[src/rtl/axil_credit_pkg.sv]
// axil_credit_pkg: shared AXI-Lite/NBF widths and the beat count used by the credit/word counter.
package axil_credit_pkg;

    function automatic int ceil_div(input int a, input int b);
        return (a + b - 1) / b;
    endfunction

    // Bits needed to hold values 0..n-1, never less than one.
    function automatic int count_width(input int n);
        return (n > 1) ? $clog2(n) : 1;
    endfunction

    localparam int axil_data_width = 32;
    localparam int nbf_opcode_width = 8;
    localparam int nbf_addr_width = 64;
    localparam int nbf_data_width = 64;
    localparam int nbf_width = nbf_opcode_width + nbf_addr_width + nbf_data_width;
    localparam int nbf_beats = ceil_div(nbf_width, axil_data_width);

    typedef struct packed {
        logic [nbf_opcode_width-1:0] opcode;
        logic [nbf_addr_width-1:0]   addr;
        logic [nbf_data_width-1:0]   data;
    } nbf_cmd_s;

endpackage

[src/rtl/axil_credit_word_counter_clear_up.sv]
// clear_up_counter: clearable up counter that wraps from max_val_p back to 0.
module clear_up_counter
    import axil_credit_pkg::*;
#(
    parameter int max_val_p  = nbf_beats,
    parameter int init_val_p = 0
) (
    input  logic                                aclk,
    input  logic                                aresetn,
    input  logic                                clear_i,
    input  logic                                up_i,
    output logic [count_width(max_val_p+1)-1:0] count_o
);
    localparam int w = count_width(max_val_p + 1);

    logic [w-1:0] count_q;
    logic [w-1:0] count_d;
    logic [w-1:0] count_inc;

    assign count_inc = (count_q == w'(max_val_p)) ? '0 : count_q + w'(1);

    // Clear and up together means the clearing beat itself is counted.
    always_comb begin
        count_d = clear_i ? (up_i ? w'(1) : '0) : (up_i ? count_inc : count_q);
    end

    always_ff @(posedge aclk or negedge aresetn) begin
        if (!aresetn) count_q <= w'(init_val_p);
        else          count_q <= count_d;
    end

    assign count_o = count_q;

endmodule

[src/rtl/axil_credit_word_counter.sv]
// axil_credit_word_counter: outstanding-write credit counter plus beat index counter.
// Define AXIL_CREDIT_COUNTER_ASSERT_EN to enable simulation checks for overflow/underflow.
module axil_credit_word_counter
    import axil_credit_pkg::*;
#(
    parameter int els_p       = 64,
    parameter int word_max_p  = nbf_beats,
    parameter int word_init_p = 0
) (
    input  logic                                 aclk,
    input  logic                                 aresetn,
    input  logic                                 v_i,
    input  logic                                 ready_param_i,
    input  logic                                 yumi_i,
    output logic [count_width(els_p+1)-1:0]      credit_count_o,
    output logic                                 credits_full_o,
    output logic                                 credits_empty_o,
    input  logic                                 word_clear_i,
    input  logic                                 word_up_i,
    output logic [count_width(word_max_p+1)-1:0] word_count_o,
    output logic                                 word_last_o
);
    localparam int cw = count_width(els_p + 1);
    localparam int ww = count_width(word_max_p + 1);

    logic          inc;
    logic          dec;
    logic          full;
    logic          empty;
    logic [cw-1:0] credit_q;
    logic [cw-1:0] credit_d;

    assign inc   = v_i & ready_param_i;
    assign dec   = yumi_i;
    assign full  = credit_q == cw'(els_p);
    assign empty = credit_q == '0;

    // Illegal increments at full and decrements at empty are absorbed by holding.
    always_comb begin
        credit_d = (inc && !dec && !full)  ? credit_q + cw'(1) :
                   (dec && !inc && !empty) ? credit_q - cw'(1) : credit_q;
    end

    always_ff @(posedge aclk or negedge aresetn) begin
        if (!aresetn) credit_q <= '0;
        else          credit_q <= credit_d;
    end

    assign credit_count_o  = credit_q;
    assign credits_full_o  = full;
    assign credits_empty_o = empty;

    clear_up_counter #(
        .max_val_p (word_max_p),
        .init_val_p(word_init_p)
    ) word_cnt (
        .aclk   (aclk),
        .aresetn(aresetn),
        .clear_i(word_clear_i),
        .up_i   (word_up_i),
        .count_o(word_count_o)
    );

    assign word_last_o = word_count_o == ww'(word_max_p - 1);

`ifdef AXIL_CREDIT_COUNTER_ASSERT_EN
    always @(posedge aclk) begin
        if (aresetn) begin
            assert (!(inc && !dec && full)) else $error("credit overflow");
            assert (!(dec && !inc && empty)) else $error("credit underflow");
            assert (!(word_up_i && !word_clear_i && word_count_o == ww'(word_max_p)))
                else $error("word overflow");
        end
    end
`endif

endmodule

[config.mk]
export PLATFORM = sky130hd
export DESIGN_NAME = axil_credit_word_counter
export DESIGN_NICKNAME = d
export VERILOG_FILES = /design/src/rtl/axil_credit_pkg.sv /design/src/rtl/axil_credit_word_counter_clear_up.sv /design/src/rtl/axil_credit_word_counter.sv
export SDC_FILE = /design/constraint.sdc
export NUM_CORES = 1
export LEC_CHECK = 0
export ABC_AREA = 1
export ABC_CLOCK_PERIOD_IN_PS = 2800
export CELL_PAD_IN_SITES_DETAIL_PLACEMENT = 2
export CELL_PAD_IN_SITES_GLOBAL_PLACEMENT = 2
export CORE_ASPECT_RATIO = 1.25
export CORE_MARGIN = 2
export CORE_UTILIZATION = 27
export DETAILED_ROUTE_END_ITERATION = 16
export PLACE_DENSITY = 0.87
export SYNTH_ARGS = -nofsm -noshare
export SYNTH_HDL_FRONTEND = slang
export SYNTH_SLANG_ARGS = --single-unit
[constraint.sdc]
create_clock -name aclk -period 2.8 [get_ports aclk]
set_input_delay 0.28 -clock aclk [delete_from_list [all_inputs] [get_ports aclk]]
set_output_delay 0.28 -clock aclk [all_outputs]
set_load 0.02 [all_outputs]
==> results.sh, run 1 <==
export IMPL_critPathTopFamily="simple AND/OR/NAND/NOR gates"
export IMPL_met2_usage=0.305
export IMPL_drt_initial_drc_count=1
export IMPL_antenna_found_initial=0
export IMPL_clock_sinks=10
export IMPL_cts_buffer_depth=2
export IMPL_synth_area_leaders="dfrtp_1 33%, nand2_1 20%, ha_1 8.3%"
export IMPL_swShare=0.496
export IMPL_ys_ff_latch=10
export IMPL_netlist_area_leader_share=0.333
export IMPL_globalRouteOverflowTotal=0
export IMPL_worst_pin_slew_ns=0.520
export IMPL_cts_clk_slew_worst_paths_ns=0.06
export IMPL_final_setup_viol_count=0
export IMPL_cp_slowest_cell="dfrtp_1"
export IMPL_finalNonFillerCells=163
export IMPL_rr_startpoint="credit_count_o[0]"
export IMPL_slowest_delay_ns=0.49
export IMPL_rsz0062_at_grt="no"
export IMPL_die_w_um=51.2
export IMPL_cp_data_required_time_ns=2.95
export IMPL_layout_drive_gt1_share=0.0853
export IMPL_power_frac_comb=0.656
export IMPL_startpoint_type="register"
export IMPL_reg2reg_slack_ns=0.53
export IMPL_max_vdd_ir_drop_uv=365
export IMPL_slew_viol_final=0
export IMPL_finalSetupTns_ns=0
export IMPL_dp_cells=160
export IMPL_hold_path_class="input pin to async pin"
export IMPL_area_growth_pct=33.9
export IMPL_ctsRootBufferMaster="clkbuf_4"
export IMPL_max_freq_mhz=441
export IMPL_grt_total_usage=0.170
export IMPL_grt_pass1_wl_mm=4.24
export IMPL_fin_util=0.380
export IMPL_path_class="register to register"
export IMPL_power_density_mw_per_mm2=1090
export IMPL_avgSynthCellArea_um2=7.03
export IMPL_finalCritPeriodShare=0.810
export IMPL_num_vias=768
export IMPL_worstPathCellList="nor2_2 > nand2_2 > o21bai_1 > ha_1 > inv_1 > nand2_1 > nand3_1 > nand2_1 > nand2_1 > nand2_1 > nand2_1 > nand2_1"
export IMPL_busiest_layer="met2"
export IMPL_clock_latency_ns=0.25
export IMPL_rows=21
export IMPL_portBuffers=19
export IMPL_status="finished clean"
export IMPL_slew_headroom=0.653
export IMPL_clock_skew_ns=0.000449
export IMPL_antennaDiodeCount=0
export IMPL_cp_common_cell="nand2_1"
export IMPL_timing_rr_end="credit_count_o[6]"
export IMPL_synth_largest_area_cell="dfrtp_1"
export IMPL_design_core_area_mm2=0.00265
export IMPL_reg2reg_depth=12
export IMPL_worstPathMaxFanout=7
export IMPL_critPathBufInv=1
export IMPL_power_leakage_uw=0.000492
export IMPL_first_global_vias=899
export IMPL_switchingPower_uw=546
export IMPL_vias_per_cell=4.71
export IMPL_grt_max_degree=11
export IMPL_cts_buffers=3
export IMPL_syn_num_nets=120
export IMPL_die_height_um=63.0
export IMPL_grt_use_met1=0.205
export IMPL_synth_warning_count=0
export IMPL_p_int_uw=555
export IMPL_synth_area_um2=752
export IMPL_clkPwrFrac=0.083
export IMPL_firstDrtPassIters=2
export IMPL_initial_core_util=0.283
export IMPL_nNetsFinal=144
export IMPL_cap_violations=0
export IMPL_wl_per_cell_um=13.6
export IMPL_place_hpwl_mm=1.96
export IMPL_place_congestion=0.725
export IMPL_final_cell_mix="40 x nand2_1, 19 x clkdlybuf4s50_1, 11 x inv_1"
export IMPL_wl_mm=2.21
export IMPL_htreeDepth=1
export IMPL_p_total_uw=1100
export IMPL_dieArea_mm2=0.00323
export IMPL_yosysSeqAreaShare=0.333
export IMPL_cts_resized_gates=0
export IMPL_cts_hold_fix_buffers=0
export IMPL_boundaryPins=20
export IMPL_n_fill_cell=321
export IMPL_syn_inst=107
export IMPL_grt_use_met3=0.0215
export IMPL_post_cts_setup_buffers=0
export IMPL_final_common_cell="nand2_1"
export IMPL_antenna_left=0
export IMPL_seqPwrFrac=0.261
export IMPL_final_hold_viol_count=0
export IMPL_end_kind="register"
export IMPL_fin_crit_ns=2.27
export IMPL_arrival_ns=2.42
export IMPL_drc=0
export IMPL_synthDistinctLibCells=21
export IMPL_cts_tree="yes"
state kept, by name, summed over array words and instances (netlist names):
register / count
word_cnt.count_o: 3
credit_count_o: 7
power groups by stage:
| stage | Combinational (uW) | Sequential, uW | Clock, uW |
|---|---|---|---|
| after floorplan | 406 | 338 | 0 |
| after global placement | 695 | 286 | 0 |
| after detailed placement | 736 | 293 | 0 |
| after CTS | 737 | 291 | 97.4 |
| after global routing | 832 | 304 | 107 |
| final | 723 | 287 | 91.7 |
cell type report:
type                            instances  area, um2  area share
Tap cell                               34       42.5      0.0422
Inverter                               11       41.3      0.0410
Clock buffer                            3       22.5      0.0224
Multi-Input combinational cell         86        460       0.457
Sequential cell                        10        250       0.248
Timing Repair Buffer                   19        190       0.189
stage by stage:
stage / hold WS [ns] / instance area, um2 / worst slack [ns]
after global placement: 0.545 / 985 / 0.481
after global routing: 0.371 / 1010 / 0.221
after floorplan: -0.0156 / 752 / 0.761
final: 0.347 / 1010 / 0.532
after detailed placement: 0.560 / 985 / 0.398
after CTS: 0.354 / 1010 / 0.491
synth_stat cells (all sizes together):
| cell | count |
|---|---|
| a21oi | 5 |
| dfrtp | 10 |
| fa | 1 |
| ha | 5 |
| inv | 11 |
| nand2 | 41 |
| nand3 | 6 |
| nand3b | 1 |
| nand4 | 1 |
| nor2 | 14 |
| nor3 | 2 |
| nor3b | 1 |
| o21ai | 3 |
| o21bai | 2 |
| or2 | 1 |
| xnor2 | 1 |
| xor2 | 2 |
logic make-up after synthesis:
group | Yosys count | share of synthesized area
AOI/OAI and AO/OA | 10 | 0.0732
buffers and inverters | 11 | 0.0549
xor gates and xnor gates | 3 | 0.0349
adders and majority gates | 6 | 0.110
DFF | 10 | 0.333
and+or+nand+nor | 67 | 0.394
worst max path at each step:
| stage | depth (start not counted) | end | slack [ns] | from |
|---|---|---|---|---|
| final | 12 | credit_count_o[6] | 0.53 | credit_count_o[0] |
| after global routing | 12 | credit_count_o[6] | 0.22 | credit_count_o[0] |
| after CTS | 12 | credit_count_o[6] | 0.49 | credit_count_o[0] |
| after detailed placement | 10 | credit_count_o[3] | 0.40 | yumi_i |
| after global placement | 12 | credit_count_o[6] | 0.48 | yumi_i |
| after floorplan | 10 | credit_count_o[3] | 0.76 | credit_count_o[1] |
metal layers:
| layer | vias to the layer above | share of wire |
|---|---|---|
| met3 | 2 | 0.018 |
| met2 | 10 | 0.56 |
| met1 | 375 | 0.42 |
| li1 | 381 | - |
| met5 | - | 0 |
| met4 | 0 | 0.0036 |
Power figures use the tool's default switching activity.
==> run 2: changes to the inputs <==
ABC_CLOCK_PERIOD_IN_PS = 1900   (was 2800)
CORE_UTILIZATION = 23   (was 27)
PLACE_DENSITY = 0.79   (was 0.87)
clock period = 1.9 ns   (was 2.8 ns; I/O delays follow)
==> run 2 against run 1 <==
The run now ends with negative setup slack left. Non-clock buffer count up 18. Count of clock-buffer cells in the layout unchanged. Highest routed layer unchanged. Worst hold slack worse by 0.066 ns. Total power up 100%. Routed wire length up 40%. Sequential share of layout area down 5.6 points. Core utilization up 3.1 points.
==> results.sh, run 2 (same netlist as run 1, synthesis figures left out) <==
export IMPL_end_kind="register"
export IMPL_max_freq_mhz=499
export IMPL_path_class="register to register"
export IMPL_finalNonFillerCells=184
export IMPL_vias_per_cell=4.80
export IMPL_place_hpwl_mm=2.28
export IMPL_worst_pin_slew_ns=0.476
export IMPL_initial_core_util=0.238
export IMPL_drc=0
export IMPL_portBuffers=19
export IMPL_dieArea_mm2=0.00375
export IMPL_slew_headroom=0.682
export IMPL_globalRouteOverflowTotal=0
export IMPL_drt_initial_drc_count=4
export IMPL_rows=23
export IMPL_worstPathMaxFanout=6
export IMPL_cap_violations=0
export IMPL_num_vias=884
export IMPL_place_congestion=0.765
export IMPL_grt_pass1_wl_mm=4.17
export IMPL_final_cell_mix="31 x nand2_1, 17 x buf_4, 14 x clkdlybuf4s50_1"
export IMPL_finalCritPeriodShare=1.05
export IMPL_design_core_area_mm2=0.00317
export IMPL_n_fill_cell=365
export IMPL_die_w_um=55.1
export IMPL_antenna_found_initial=0
export IMPL_final_setup_viol_count=4
export IMPL_wl_mm=3.10
export IMPL_cts_tree="yes"
export IMPL_ctsRootBufferMaster="clkbuf_8"
export IMPL_startpoint_type="register"
export IMPL_p_total_uw=2240
export IMPL_cp_data_required_time_ns=2.03
export IMPL_rsz0062_at_grt="yes"
export IMPL_antennaDiodeCount=0
export IMPL_antenna_left=0
export IMPL_fin_crit_ns=2.00
export IMPL_fin_ws_ns=-0.104
export IMPL_dp_cells=173
export IMPL_die_height_um=67.9
export IMPL_final_hold_viol_count=0
export IMPL_cts_buffer_depth=2
export IMPL_first_global_vias=926
export IMPL_power_leakage_uw=0.000632
export IMPL_power_density_mw_per_mm2=1720
export IMPL_grt_total_usage=0.159
export IMPL_status="complete, but fails checks"
export IMPL_wl_per_cell_um=16.8
export IMPL_cts_buffers=3
export IMPL_clock_skew_ns=0.00223
export IMPL_nNetsFinal=162
export IMPL_area_growth_pct=72.9
export IMPL_slew_viol_final=0
export IMPL_firstDrtPassIters=4
export IMPL_cts_hold_fix_buffers=0
export IMPL_max_vdd_ir_drop_uv=685
export IMPL_htreeDepth=1
export IMPL_arrival_ns=2.13
export IMPL_clock_latency_ns=0.24
export IMPL_grt_max_degree=11
export IMPL_hold_path_class="input pin to async pin"
export IMPL_cts_clk_slew_worst_paths_ns=0.05
export IMPL_violations="negative setup slack"
export IMPL_final_common_cell="nand2_1"
export IMPL_largest_reg_flops=7
export IMPL_layout_drive_gt1_share=0.367
export IMPL_boundaryPins=20
export IMPL_clock_sinks=10
## run 2: final timing paths
path | slack [ns] | to | start | cells after the start
worst max-delay path | -0.10 | credit_count_o[3] | credit_count_o[4] | 12
worst min-delay path | 0.28 | word_cnt.count_o[0] | aresetn | 1
worst max register to register | -0.10 | credit_count_o[3] | credit_count_o[4] | 12
worst min register to register | 0.57 | word_cnt.count_o[2] | word_cnt.count_o[2] | 2
max in group asynchronous | 1.29 | word_cnt.count_o[1] | aresetn | 1
min in group aclk | 0.49 | credit_count_o[6] | yumi_i | 6
## run 2: worst max-delay path, cell delays in order (launching register included)
cell      delay, ns
dfrtp_1        0.41
nor2_2         0.15
nand2_2        0.11
o21bai_4       0.23
buf_4          0.15
buf_6          0.09
ha_4           0.16
nand2_2        0.06
nand2_2        0.09
a21oi_2        0.04
or2_2          0.29
nand3_2        0.07
nand2_1        0.05
## run 2: final cells by class
cell class,instances,area (um2),area share
clock buffers,3,41.3,0.0318
repair buffers,37,334,0.257
inverters,11,41.3,0.0318
well taps,37,46.3,0.0356
flip-flops and latches,10,250,0.192
multi-input cells,86,587,0.451
## run 2: timing repair
item                                    4_1_cts  5_1_grt
pin swaps                                     1        9
endpoints found under the setup margin        6        4
buffers inserted                              1        7
cloned                                        0        0
gates resized for setup                       2       29
## run 2: metrics by stage
stage	cell area, um2	TNS [ns]	hold WS, ns	util	worst slack (ns)
final	1300	-0.328	0.281	0.411	-0.104
after global routing	1300	-0.762	0.319	0.411	-0.197
after CTS	1120	-0.112	0.300	0.354	-0.0858
after detailed placement	1070	-1.10	0.550	0.340	-0.325
after global placement	1070	-0.768	0.533	0.340	-0.227
after floorplan	763	0	-0.106	-	0.0391
## run 2: power breakdown
part	internal, uW	switching (uW)	leakage, uW
combinational	742	907	0.000487
clock	138	79.7	0.0000216
sequential	300	69.2	0.000123
total	1180	1060	0.000632
## run 2: routing by layer
metal,vias up,share of wire,routed length [um],global-route usage
li1,421,-,-,-
met3,7,0.022,67,0.0197
met1,440,0.37,1150,0.153
met2,16,0.59,1820,0.324
met5,-,0,0,0
met4,0,0.020,63,0.0549
